## config.mk

```make
export PLATFORM = sky130hd
export DESIGN_NAME = alu_issue_ctrl
export DESIGN_NICKNAME = d
export VERILOG_FILES = /design/src/rtl/alu_pkg.sv /design/src/rtl/alu_issue_ctrl_mul.sv /design/src/rtl/alu_issue_ctrl.sv
export SDC_FILE = /design/constraint.sdc
export NUM_CORES = 1
export LEC_CHECK = 0
export CAP_MARGIN = 20
export CORE_MARGIN = 2
export CORE_UTILIZATION = 51
export DETAILED_ROUTE_END_ITERATION = 10
export DONT_BUFFER_PORTS = 1
export GPL_ROUTABILITY_DRIVEN = 0
export GPL_TIMING_DRIVEN = 1
export PLACE_DENSITY = 0.66
export SLEW_MARGIN = 20
export SYNTH_ARGS = -nofsm -noshare
export SYNTH_HDL_FRONTEND = slang
export SYNTH_HIERARCHICAL = 1
export SYNTH_SLANG_ARGS = --single-unit
export TNS_END_PERCENT = 20
```

## constraint.sdc

```tcl
create_clock -name clk -period 6.4 [get_ports clk]
set_clock_uncertainty 0.15 [all_clocks]
set_input_delay 0.64 -clock clk [delete_from_list [all_inputs] [get_ports clk]]
set_output_delay 0.64 -clock clk [all_outputs]
set_load 0.02 [all_outputs]
```

## src/rtl/alu_pkg.sv

```systemverilog
// Shared definitions for the ALU issue controller: opcodes, FSM states, default width.
package alu_pkg;

  localparam int WIDTH_DEF = 32;

  localparam logic [2:0] OP_AND  = 3'b000;
  localparam logic [2:0] OP_OR   = 3'b001;
  localparam logic [2:0] OP_NAND = 3'b010;
  localparam logic [2:0] OP_NOR  = 3'b011;
  localparam logic [2:0] OP_ADD  = 3'b100;
  localparam logic [2:0] OP_SUB  = 3'b101;
  localparam logic [2:0] OP_MUL  = 3'b110;
  localparam logic [2:0] OP_ILL  = 3'b111;

  typedef enum logic [1:0] {
    IDLE = 2'b00,
    MUL  = 2'b01,
    DONE = 2'b10
  } state_t;

endpackage

```

## src/rtl/alu_issue_ctrl_mul.sv

```systemverilog
// Iterative unsigned shift-add multiplier with a fixed WIDTH-cycle latency.
// done is asserted combinationally on the edge that performs the last step, and
// prod presents the accumulator including that step, so the caller can capture it
// on the same edge.
module alu_shift_add_mul #(
  parameter int WIDTH = 32,
  parameter int CNT_W = 5
) (
  input  logic               clk,
  input  logic               rst,
  input  logic               start,
  input  logic [WIDTH-1:0]   a,
  input  logic [WIDTH-1:0]   b,
  output logic               done,
  output logic [2*WIDTH-1:0] prod
);

  logic [2*WIDTH-1:0] mcand;
  logic [2*WIDTH-1:0] acc;
  logic [2*WIDTH-1:0] acc_next;
  logic [WIDTH-1:0]   mplier;
  logic [CNT_W-1:0]   cnt;
  logic               busy;

  // Add the shifted multiplicand when the current multiplier bit is set.
  always_comb begin
    acc_next = acc;
    if (mplier[0]) acc_next = acc + mcand;
  end

  assign done = busy && (cnt == CNT_W'(WIDTH - 1));
  assign prod = acc_next;

  // Step register: load operands on start, then one shift-add step per edge.
  always_ff @(posedge clk or posedge rst) begin
    if (rst) begin
      mcand  <= '0;
      acc    <= '0;
      mplier <= '0;
      cnt    <= '0;
      busy   <= 1'b0;
    end else if (start) begin
      mcand  <= {{WIDTH{1'b0}}, a};
      acc    <= '0;
      mplier <= b;
      cnt    <= '0;
      busy   <= 1'b1;
    end else if (busy) begin
      acc    <= acc_next;
      mcand  <= mcand << 1;
      mplier <= mplier >> 1;
      cnt    <= cnt + 1'b1;
      if (done) busy <= 1'b0;
    end
  end

endmodule

```

## src/rtl/alu_issue_ctrl.sv

```systemverilog
// ALU issue/response controller: accepts a request on a valid/ready handshake,
// executes logic/add/sub in one cycle or multiply iteratively, and holds the
// registered result with flags until the consumer takes it.
module alu_issue_ctrl
  import alu_pkg::*;
#(
  parameter int WIDTH = WIDTH_DEF,
  parameter int CNT_W = 5
) (
  input  logic             clk,
  input  logic             rst,
  input  logic             in_valid,
  output logic             in_ready,
  input  logic [WIDTH-1:0] a,
  input  logic [WIDTH-1:0] b,
  input  logic [2:0]       f,
  output logic             out_valid,
  input  logic             out_ready,
  output logic [WIDTH-1:0] y,
  output logic             zero,
  output logic             ovf,
  output logic             err
);

  state_t             state;
  state_t             state_next;
  logic               load;
  logic               mul_start;
  logic               mul_done;
  logic [2*WIDTH-1:0] prod;
  logic [WIDTH-1:0]   y_next;
  logic               ovf_next;
  logic               err_next;
  logic [WIDTH-1:0]   alu_y;
  logic               alu_ovf;
  logic               alu_err;
  logic [WIDTH-1:0]   sum;
  logic [WIDTH-1:0]   diff;

  assign in_ready  = (state == IDLE);
  assign out_valid = (state == DONE);

  alu_shift_add_mul #(
    .WIDTH(WIDTH),
    .CNT_W(CNT_W)
  ) u_mul (
    .clk  (clk),
    .rst  (rst),
    .start(mul_start),
    .a    (a),
    .b    (b),
    .done (mul_done),
    .prod (prod)
  );

  // Single-cycle datapath for logic, add and sub, with signed-overflow detection.
  always_comb begin
    sum     = a + b;
    diff    = a - b;
    alu_y   = '0;
    alu_ovf = 1'b0;
    alu_err = 1'b0;
    case (f)
      OP_AND:  alu_y = a & b;
      OP_OR:   alu_y = a | b;
      OP_NAND: alu_y = ~(a & b);
      OP_NOR:  alu_y = ~(a | b);
      OP_ADD: begin
        alu_y   = sum;
        alu_ovf = (a[WIDTH-1] == b[WIDTH-1]) && (sum[WIDTH-1] != a[WIDTH-1]);
      end
      OP_SUB: begin
        alu_y   = diff;
        alu_ovf = (a[WIDTH-1] != b[WIDTH-1]) && (diff[WIDTH-1] != a[WIDTH-1]);
      end
      OP_ILL:  alu_err = 1'b1;
      default: alu_y = '0;
    endcase
  end

  // Next-state logic and result selection for the result registers.
  always_comb begin
    state_next = state;
    load       = 1'b0;
    mul_start  = 1'b0;
    y_next     = '0;
    ovf_next   = 1'b0;
    err_next   = 1'b0;
    case (state)
      IDLE: begin
        if (in_valid) begin
          if (f == OP_MUL) begin
            mul_start  = 1'b1;
            state_next = MUL;
          end else begin
            load       = 1'b1;
            y_next     = alu_y;
            ovf_next   = alu_ovf;
            err_next   = alu_err;
            state_next = DONE;
          end
        end
      end
      MUL: begin
        if (mul_done) begin
          load       = 1'b1;
          y_next     = prod[WIDTH-1:0];
          ovf_next   = |prod[2*WIDTH-1:WIDTH];
          state_next = DONE;
        end
      end
      DONE: begin
        if (out_ready) state_next = IDLE;
      end
      default: state_next = IDLE;
    endcase
  end

  // State register.
  always_ff @(posedge clk or posedge rst) begin
    if (rst) state <= IDLE;
    else     state <= state_next;
  end

  // Result and flag registers, held until the next completed operation.
  always_ff @(posedge clk or posedge rst) begin
    if (rst) begin
      y    <= '0;
      zero <= 1'b0;
      ovf  <= 1'b0;
      err  <= 1'b0;
    end else if (load) begin
      y    <= y_next;
      zero <= (y_next == '0);
      ovf  <= ovf_next;
      err  <= err_next;
    end
  end

endmodule
```

==> Word level (Yosys, flattened, before mapping) <==
Index checks and enable logic that the tools add are counted.
{ "totals": {"reg_bits": 203, "inputBits": 71, "output_inout_bits": 37} }
{ "classes": {"n_addsub": 4, "n_eq_ne": 17, "n_mux": 38, "bitwise_logic": 4, "reduce_logical": 9} }
{ "op_table": {"columns": ["cell", "count"], "rows": [
  ["2-to-1 mux 64 bit", 5],
  ["case mux 32 bit (6 select lines)", 1],
  ["2-to-1 mux 32 bit", 5],
  ["adder 64 bit", 1],
  ["NOT 32 bit", 2],
  ["case mux 32 bit (2 select lines)", 1],
  ["adder 32 bit", 1],
  ["bitwise AND 32 bit", 1],
  ["logical NOT 32 bit", 1],
  ["bitwise OR 32 bit", 1],
  ["OR reduction 32 bit", 1],
  ["subtractor 32 bit", 1],
  ["2-to-1 mux 1 bit", 16],
  ["== test 3 bit (second input constant)", 4],
  ["2-to-1 mux 5 bit", 2],
  ["2-to-1 mux 2 bit", 4],
  ["== test 3 x 2 -> 1 bit (second input constant)", 2],
  ["case mux 1 bit (2 select lines)", 3],
  ["case mux 2 bit (3 select lines)", 1],
  ["adder 5 x 1 -> 5 bit (second input constant)", 1],
  ["== test 5 bit (second input constant)", 1],
  ["inequality test 2 bit (second input constant)", 2],
  ["== test 3 x 1 -> 1 bit (second input constant)", 1],
  ["logical AND 1 bit", 3],
  ["other kinds (9)", 11]
]} }

==> Longest topological paths before layout <==
Gate-level depths: netlist (run 1).
{ "logic_depth": {"word_depth": 7, "mapped_depth": 21} }

==> Hierarchy <==
The synthesis (run 1) kept the hierarchy.
{ "modules_own_cells": {"columns": ["module", "instances", "cells_per_inst", "area_each_um2"], "rows": [
  ["alu_shift_add_mul", 1, 1355, 11911.4],
  ["alu_issue_ctrl", 1, 1026, 7250.7]
]} }

==> Worst setup path before layout (run 1) <==
Ideal clock, no wire load.
{ "synth_path": {"kind": "register to register", "startpoint": "reg u_mul.mcand[0]", "endpoint": "reg zero", "setup_time_ns": 0.068, "arrival_ns": 3.851, "t_required_ns": 6.182, "path_slack_ns": 2.332, "path_stages_with_launch": 22, "n_path_buf": 0, "period_less_slack_ns": 4.068, "path_cell_list": "dfrtp_1 ha_1 inv_1 fa_1 nor2b_1 o2111ai_1 a21oi_2 nor2_1 o21ai_0 a21o_1 a21oi_1 xnor2_1 mux2_2 nor3_1 o21a_1 nand4_1 nor4_1 o2111ai_1 nor4_1 nand4_1 nor4_1 a32o_1"} }
{ "synth_via": {"elab_chain_cells": 5} }
{ "synth_rtl": {"columns": ["item", "line", "rtl"], "rows": [
  ["from (decl)", "alu_issue_ctrl_mul.sv:18", "logic [2*WIDTH-1:0] mcand;"],
  ["from (signal assigned)", "alu_issue_ctrl_mul.sv:43", "mcand <= {{WIDTH{1'b0}}, a};"],
  ["from (signal assigned)", "alu_issue_ctrl_mul.sv:50", "mcand <= mcand << 1;"],
  ["adder 64 bit", "alu_issue_ctrl_mul.sv:28", "if (mplier[0]) acc_next = acc + mcand;"],
  ["2-to-1 mux 64 bit", "alu_issue_ctrl_mul.sv:28", null],
  ["net prod[16]", "alu_issue_ctrl.sv:30", "logic [2*WIDTH-1:0] prod;"],
  ["2-to-1 mux 32 bit", "alu_issue_ctrl.sv:105", "if (mul_done) begin"],
  ["case mux 32 bit (2 select lines)", "alu_issue_ctrl.sv:89", "case (state)"],
  ["logical NOT 32 bit", "alu_issue_ctrl.sv:134", "zero <= (y_next == '0);"],
  ["to (signal assigned)", "alu_issue_ctrl.sv:134", null],
  ["to (decl)", "alu_issue_ctrl.sv:20", "output logic zero,"]
]} }
The timed path passes the listed nets, and every way through them passes these cells.
A chain may end at the register's enable or synchronous reset.

==> Worst setup path after layout (run 1) <==
Ends and elaborated chain as after synthesis.

==> out/results.ini, run 1 <==
[detailed_routing]
wl_per_cell_um=21.0
ant_nets=0
routed_wl_um=58200
route.vias.total=17700
drt_drc_violations_left=0
vias_per_cell=6.39
dr.pass1.iters=6
dr.first_iter.drc_count=1699

[die]
ios=108
fp.dieH_um=198
rows=70
die-area_sq_mm=0.0391
start_util=0.521
die-width_um=198
core_sq_mm=0.0368

[placement]
io_buffers=0
dp_hpwl_um=42600
dp.cells=2724

[critical_path]
critPathKind=flop to flop
crit_fanout=3
r2r_setup_slack_ns=1.0
critPathCaptureType=flop
rr_endpoint=zero$_DFFE_PP0P_
r2r_cells=21
required_ns=6.76
cp_slowest_cell=nor4_1
startpoint_type=flop
worst_path_largest_cell_delay_ns=0.59
cpMostUsedCell=nor4_1
crit_chain=ha_1, inv_1, fa_1, nor2b_1, o2111ai_1, a21oi_2, nor2_1, o21ai_0, a21o_1, a21oi_1, xnor2_1, mux2_2, nor3_1, o21a_1, nand4_1, nor4_1, o2111ai_1, nor4_1, nand4_1, nor4_1, a32o_1
r2r_start=u_mul/mcand[0]$_DFFE_PP0P_
arrival_ns=5.76

[sta]
max_freq_ghz=0.185
min_period_ns=5.40
worst_slew_margin_rel=0.331
rsz0062_at_grt=no
worstMarginPinSlew_ns=1.00
finalHoldViolCount=11
timing.final.crit_share=0.844
report.final.slew_viol_count=0
setup_violations=0
whs_ns=-0.0199
finalSetupTns_ns=0

[finish]
syn2layout_area_growth_pct=5.12
nNetsFinal=2537
layout_commonest_cell=nand2_1
diodes=0
final_cells=2773
drive_gt1_frac=0.0681
final_cell_mix=nand2_1, o21ai_0, nor2_1, dfrtp_1, a21oi_1
post-route-util=0.548

[logic_synthesis]
yosys.area.top_type_share=0.265
yosysWarningCount=6
yosys.cell_types.count=104
synth-main-ff-cell=dfrtp_1
synth.area.top_cells=dfrtp_1, ha_1, mux2i_1
synth-seq-area-share=0.265
synth_edf_count=0
ys_ff_latch=203
yosysTopAreaCell=dfrtp_1
async_flop_share=1.00
syn_inst=2381
syn-num-nets=2633
synthesis.area_sq_mm=0.0192
syn_area_per_cell_sq_um=8.05

[clock_tree]
cts_made_buffers=26
cts_root_buf=clkbuf_16
cts_sinks=203
cts-resized-gates=0
htreeDepth=1
clk_pin_slew_ns=0.06
clk_latency_ns=0.57
cts_tree=built
cts_max_path_buffers=3

[min_path]
hp-class=input pin to asynchronous set/reset pin

[power_and_ir_drop]
p_switching_uw=4730
p_leak_uw=0.00953
peakVddDrop_mv=0.282
powerDensity_mw_per_mm2=492
swShare=0.477
power_frac_seq=0.257
p_int_uw=5190
combPwrFrac=0.588
clkPwrFrac=0.155

[global_route]
grt_usage=0.296
first_global_vias=17300
grt_pass1_wl_um=93400
grt_max_degree=226
grt_overflow=0
antenna_found_initial=0

[outcome]
violations=hold timing
outcome=finished with violations

[flow_run]
drv_cap=0

-- synthesized netlist by cell type (20+ instances only) --
master	number
xnor2_1	66
nand4_1	27
o21a_1	20
mux2_2	44
nor2_1	202
xor2_1	22
nor4_1	31
nand2_1	278
nor3_1	41
inv_1	132
clkbuf_1	94
a21o_1	44
o21bai_1	26
mux2i_1	132
a31oi_1	28
o21ai_0	202
dfrtp_1	203
nand3_1	33
ha_1	178
a21oi_1	187
o211ai_1	23
-- what timing repair did --
item / 4_1_cts / 5_1_grt
setup endpoints to repair: 0 / 0
buffers inserted: 0 / 0
hold endpoints to repair: 41 / 0
hold buffers: 1 / 0
-- how the worst max path moves through the flow --
stage	start	endpoint	slack [ns]	depth (start not counted)
2_1_floorplan	rst	u_mul/acc[0]$_DFFE_PP0P_	1.12	1
3_3_place_gp	u_mul/mcand[0]$_DFFE_PP0P_	zero$_DFFE_PP0P_	1.34	21
3_5_place_dp	u_mul/mcand[0]$_DFFE_PP0P_	zero$_DFFE_PP0P_	1.16	21
4_1_cts	u_mul/mcand[0]$_DFFE_PP0P_	zero$_DFFE_PP0P_	1.13	21
5_1_grt	u_mul/mcand[0]$_DFFE_PP0P_	zero$_DFFE_PP0P_	0.59	21
6_report	u_mul/mcand[0]$_DFFE_PP0P_	zero$_DFFE_PP0P_	1.0	21
-- per-layer routing --
metal	vias up	global-route usage	routed length [um]
met2	691	0.487	26600
met4	0	0.0941	1950
met1	8522	0.395	25300
met3	137	0.0542	4370
met5	-	0	0
li1	8383	-	-
-- metrics by stage --
stage / total power, uW / setup slack, ns / instance area (sq um)
2_1_floorplan: 6960 / 1.12 / 19200
3_3_place_gp: 8120 / 1.34 / 19200
6_report: 9910 / 0.995 / 20100
5_1_grt: 10700 / 0.587 / 20100
4_1_cts: 9840 / 1.13 / 20100
3_5_place_dp: 8260 / 1.16 / 19200
-- cell families after synthesis --
logic type	share of synthesized area
AOI/OAI and AO/OA	0.247
DFF	0.265
xor gates and xnor gates	0.0402
buffers and inverters	0.0612
adders and majority gates	0.119
and+or+nand+nor	0.172
muxes	0.0954
-- critical path: cells and delay by family (launching register included) --
kind / cells / cell delay [ns]
AO/OA/AOI/OAI: 8 / 1.60
XOR/XNOR: 1 / 0.16
adder cells (fa/ha/maj): 2 / 0.63
buffers and inverters: 1 / 0.07
flip-flops: 1 / 0.38
multiplexers: 1 / 0.30
AND/OR/NAND/NOR: 8 / 2.07
-- registers in the layout (all words and copies together) (netlist names) --
register      flops
u_mul/mcand      64
u_mul/cnt         5
u_mul/busy        1
ovf               1
err               1
u_mul/mplier     32
state             2
u_mul/acc        64
y                32
zero              1
-- power by group through the flow --
stage | registers, uW | clock network, uW | logic [uW]
floorplan | 2290 | 0 | 4670
global placement | 2540 | 0 | 5590
detailed placement | 2560 | 0 | 5700
CTS | 2540 | 1570 | 5730
global route | 2620 | 1620 | 6420
finish | 2540 | 1540 | 5830
-- final cells by class --
class / count / area, sq um
Clock buffer: 36 / 749
Fill cell: 3436 / 16600
Multi-Input combinational cell: 1901 / 12900
Inverter: 137 / 519
Tap cell: 468 / 586
Timing Repair Buffer: 16 / 135
Clock inverter: 12 / 149
Sequential cell: 203 / 5080
No activity file was read; power rests on OpenSTA's default activity.
==> run 2, diff against run 1 <==
--- a/config.mk
+++ b/config.mk
@@ -12,7 +12,7 @@
 export DONT_BUFFER_PORTS = 1
 export GPL_ROUTABILITY_DRIVEN = 0
 export GPL_TIMING_DRIVEN = 1
-export PLACE_DENSITY = 0.66
+export PLACE_DENSITY = 0.69
 export SLEW_MARGIN = 20
 export SYNTH_ARGS = -nofsm -noshare
 export SYNTH_HDL_FRONTEND = slang
==> constraint.sdc (replaced) <==
create_clock -name clk -period 4.7 [get_ports clk]
set_clock_uncertainty 0.15 [all_clocks]
set_input_delay 0.47 -clock clk [delete_from_list [all_inputs] [get_ports clk]]
set_output_delay 0.47 -clock clk [all_outputs]
set_load 0.02 [all_outputs]
==> out/results.ini, run 2 (same netlist as run 1, synthesis figures left out) <==
[outcome]
outcome=finished, final reports clean

[critical_path]
required_ns=5.06
startpoint_type=flop
worst-path-buf-inv=1
worst_path_largest_cell_delay_ns=0.39
critPathKind=flop to flop
critPathCaptureType=flop
cp_slowest_cell=fa_2
cpLargestDelayFamily=simple AND/OR/NAND/NOR gates
r2r_setup_slack_ns=0.21
crit_chain=ha_2, inv_2, fa_2, nor2b_4, o2111ai_4, a21oi_4, nor2_4, o21ai_2, a21o_1, a21oi_2, xnor2_1, mux2_4, nor3_2, o21a_1, nand4_1, nor4_2, o2111ai_1, nor4_2, nand4_1, nor4_2, a32o_2
crit_fanout=3
cpMostUsedCell=nor4_2
arrival_ns=4.86

[placement]
place_area_sq_mm=0.0194
place_ws_ns=-0.147
dp_hpwl_um=41800
io_buffers=0

[clock_tree]
clk_latency_ns=0.57
cts_root_buf=clkbuf_16
htreeDepth=1
clk_pin_slew_ns=0.06
cts_sinks=203
cts_made_buffers=27
cts_tree=built
cts_max_path_buffers=3

[finish]
final_cell_mix=nand2_1, dfrtp_1, nor2_1
regArea_sq_mm=0.00508
layout_commonest_cell=nand2_1
fillers=3352
syn2layout_area_growth_pct=10.2
multi_input_area_sq_mm=0.0130
diodes=0
fin_area_sq_mm=0.0211
nNetsFinal=2626
drive_gt1_frac=0.0814
top_regs=u_mul/acc (64), u_mul/mcand (64)

[global_route]
first_global_vias=17700
grt_pass1_wl_um=93200
grt_usage=0.294
grt_overflow=0
grt_max_degree=226
antenna_found_initial=1

[sta]
setup_violations=0
whs_ns=0.0697
worst_slew_margin_rel=0.363
report.final.slew_viol_count=0
finalHoldViolCount=0
max_freq_ghz=0.223
min_period_ns=4.49
timing.final.crit_share=0.956
worstMarginPinSlew_ns=0.956
finalWorstSetupSlack_ns=0.208

[power_and_ir_drop]
powerDensity_mw_per_mm2=655
p_leak_uw=0.00996
p_switching_uw=6540
swShare=0.473
combPwrFrac=0.606
peakVddDrop_mv=0.471
clkPwrFrac=0.151
p_total_uw=13800
p_int_uw=7280
power_frac_seq=0.243

[detailed_routing]
routed_wl_um=58200
vias_per_cell=6.39
dr.first_iter.drc_count=1865
route.vias.total=18300
ant_nets=0
drt_drc_violations_left=0
dr.pass1.iters=6
wl_per_cell_um=20.3

[die]
start_util=0.521
die-area_sq_mm=0.0391
rows=70
core_sq_mm=0.0368
fp.dieH_um=198
die-width_um=198
ios=108

[flow_run]
drv_cap=0

[min_path]
hp-class=input pin to flop

-- run 2: timing repair --
action                                  4_1_cts  5_1_grt
gates resized for setup                       1       27
buffers inserted                              0        5
hold buffers                                 68        0
hold endpoints to repair                    132        0
endpoints found under the setup margin        1        2
pin swaps                                     1       15
gates cloned                                  0        0
-- run 2: metrics by stage --
| stage | utilization | std cells | TNS [ns] |
|---|---|---|---|
| 3_5_place_dp | 0.527 | 2739 | -0.147 |
| 2_1_floorplan | - | 2381 | 0 |
| 5_1_grt | 0.574 | 2863 | -0.0383 |
| 3_3_place_gp | 0.527 | 2739 | -0.0889 |
| 4_1_cts | 0.570 | 2857 | 0 |
| 6_report | 0.574 | 2863 | 0 |
-- run 2: path summary, 6_finish.rpt --
path,depth (start not counted),start,end
worst max-delay path,21,u_mul/acc[0]$_DFFE_PP0P_,zero$_DFFE_PP0P_
worst min-delay path,2,a[31],ovf$_DFFE_PP0P_
worst max register to register,21,u_mul/acc[0]$_DFFE_PP0P_,zero$_DFFE_PP0P_
worst min register to register,2,u_mul/acc[45]$_DFFE_PP0P_,u_mul/acc[45]$_DFFE_PP0P_
max in group asynchronous,3,rst,u_mul/busy$_DFF_PP0_
min in group asynchronous,2,rst,u_mul/mplier[30]$_DFFE_PP0P_
-- run 2: cell type report --
class                           instances  share of cell area
Timing Repair Buffer                  104              0.0478
Inverter                              137              0.0245
Sequential cell                       203               0.241
Multi-Input combinational cell       1901               0.617
Clock inverter                         14             0.00752
Tap cell                              468              0.0277
Clock buffer                           36              0.0345
-- run 2: metal layers --
layer,track usage,vias up,routed length (um)
li1,-,8552,-
met1,0.380,8805,24400
met2,0.491,774,27100
met3,0.0537,166,4420
met4,0.108,0,2260
met5,0,-,0
-- run 2: power groups by stage --
stage          Sequential (uW)  Clock (uW)  Combinational [uW]
3_5_place_dp              3370           0                7960
5_1_grt                   3460        2190                9170
2_1_floorplan             3110           0                6360
4_1_cts                   3350        2120                8060
3_3_place_gp              3340           0                7760
6_report                  3360        2090                8370
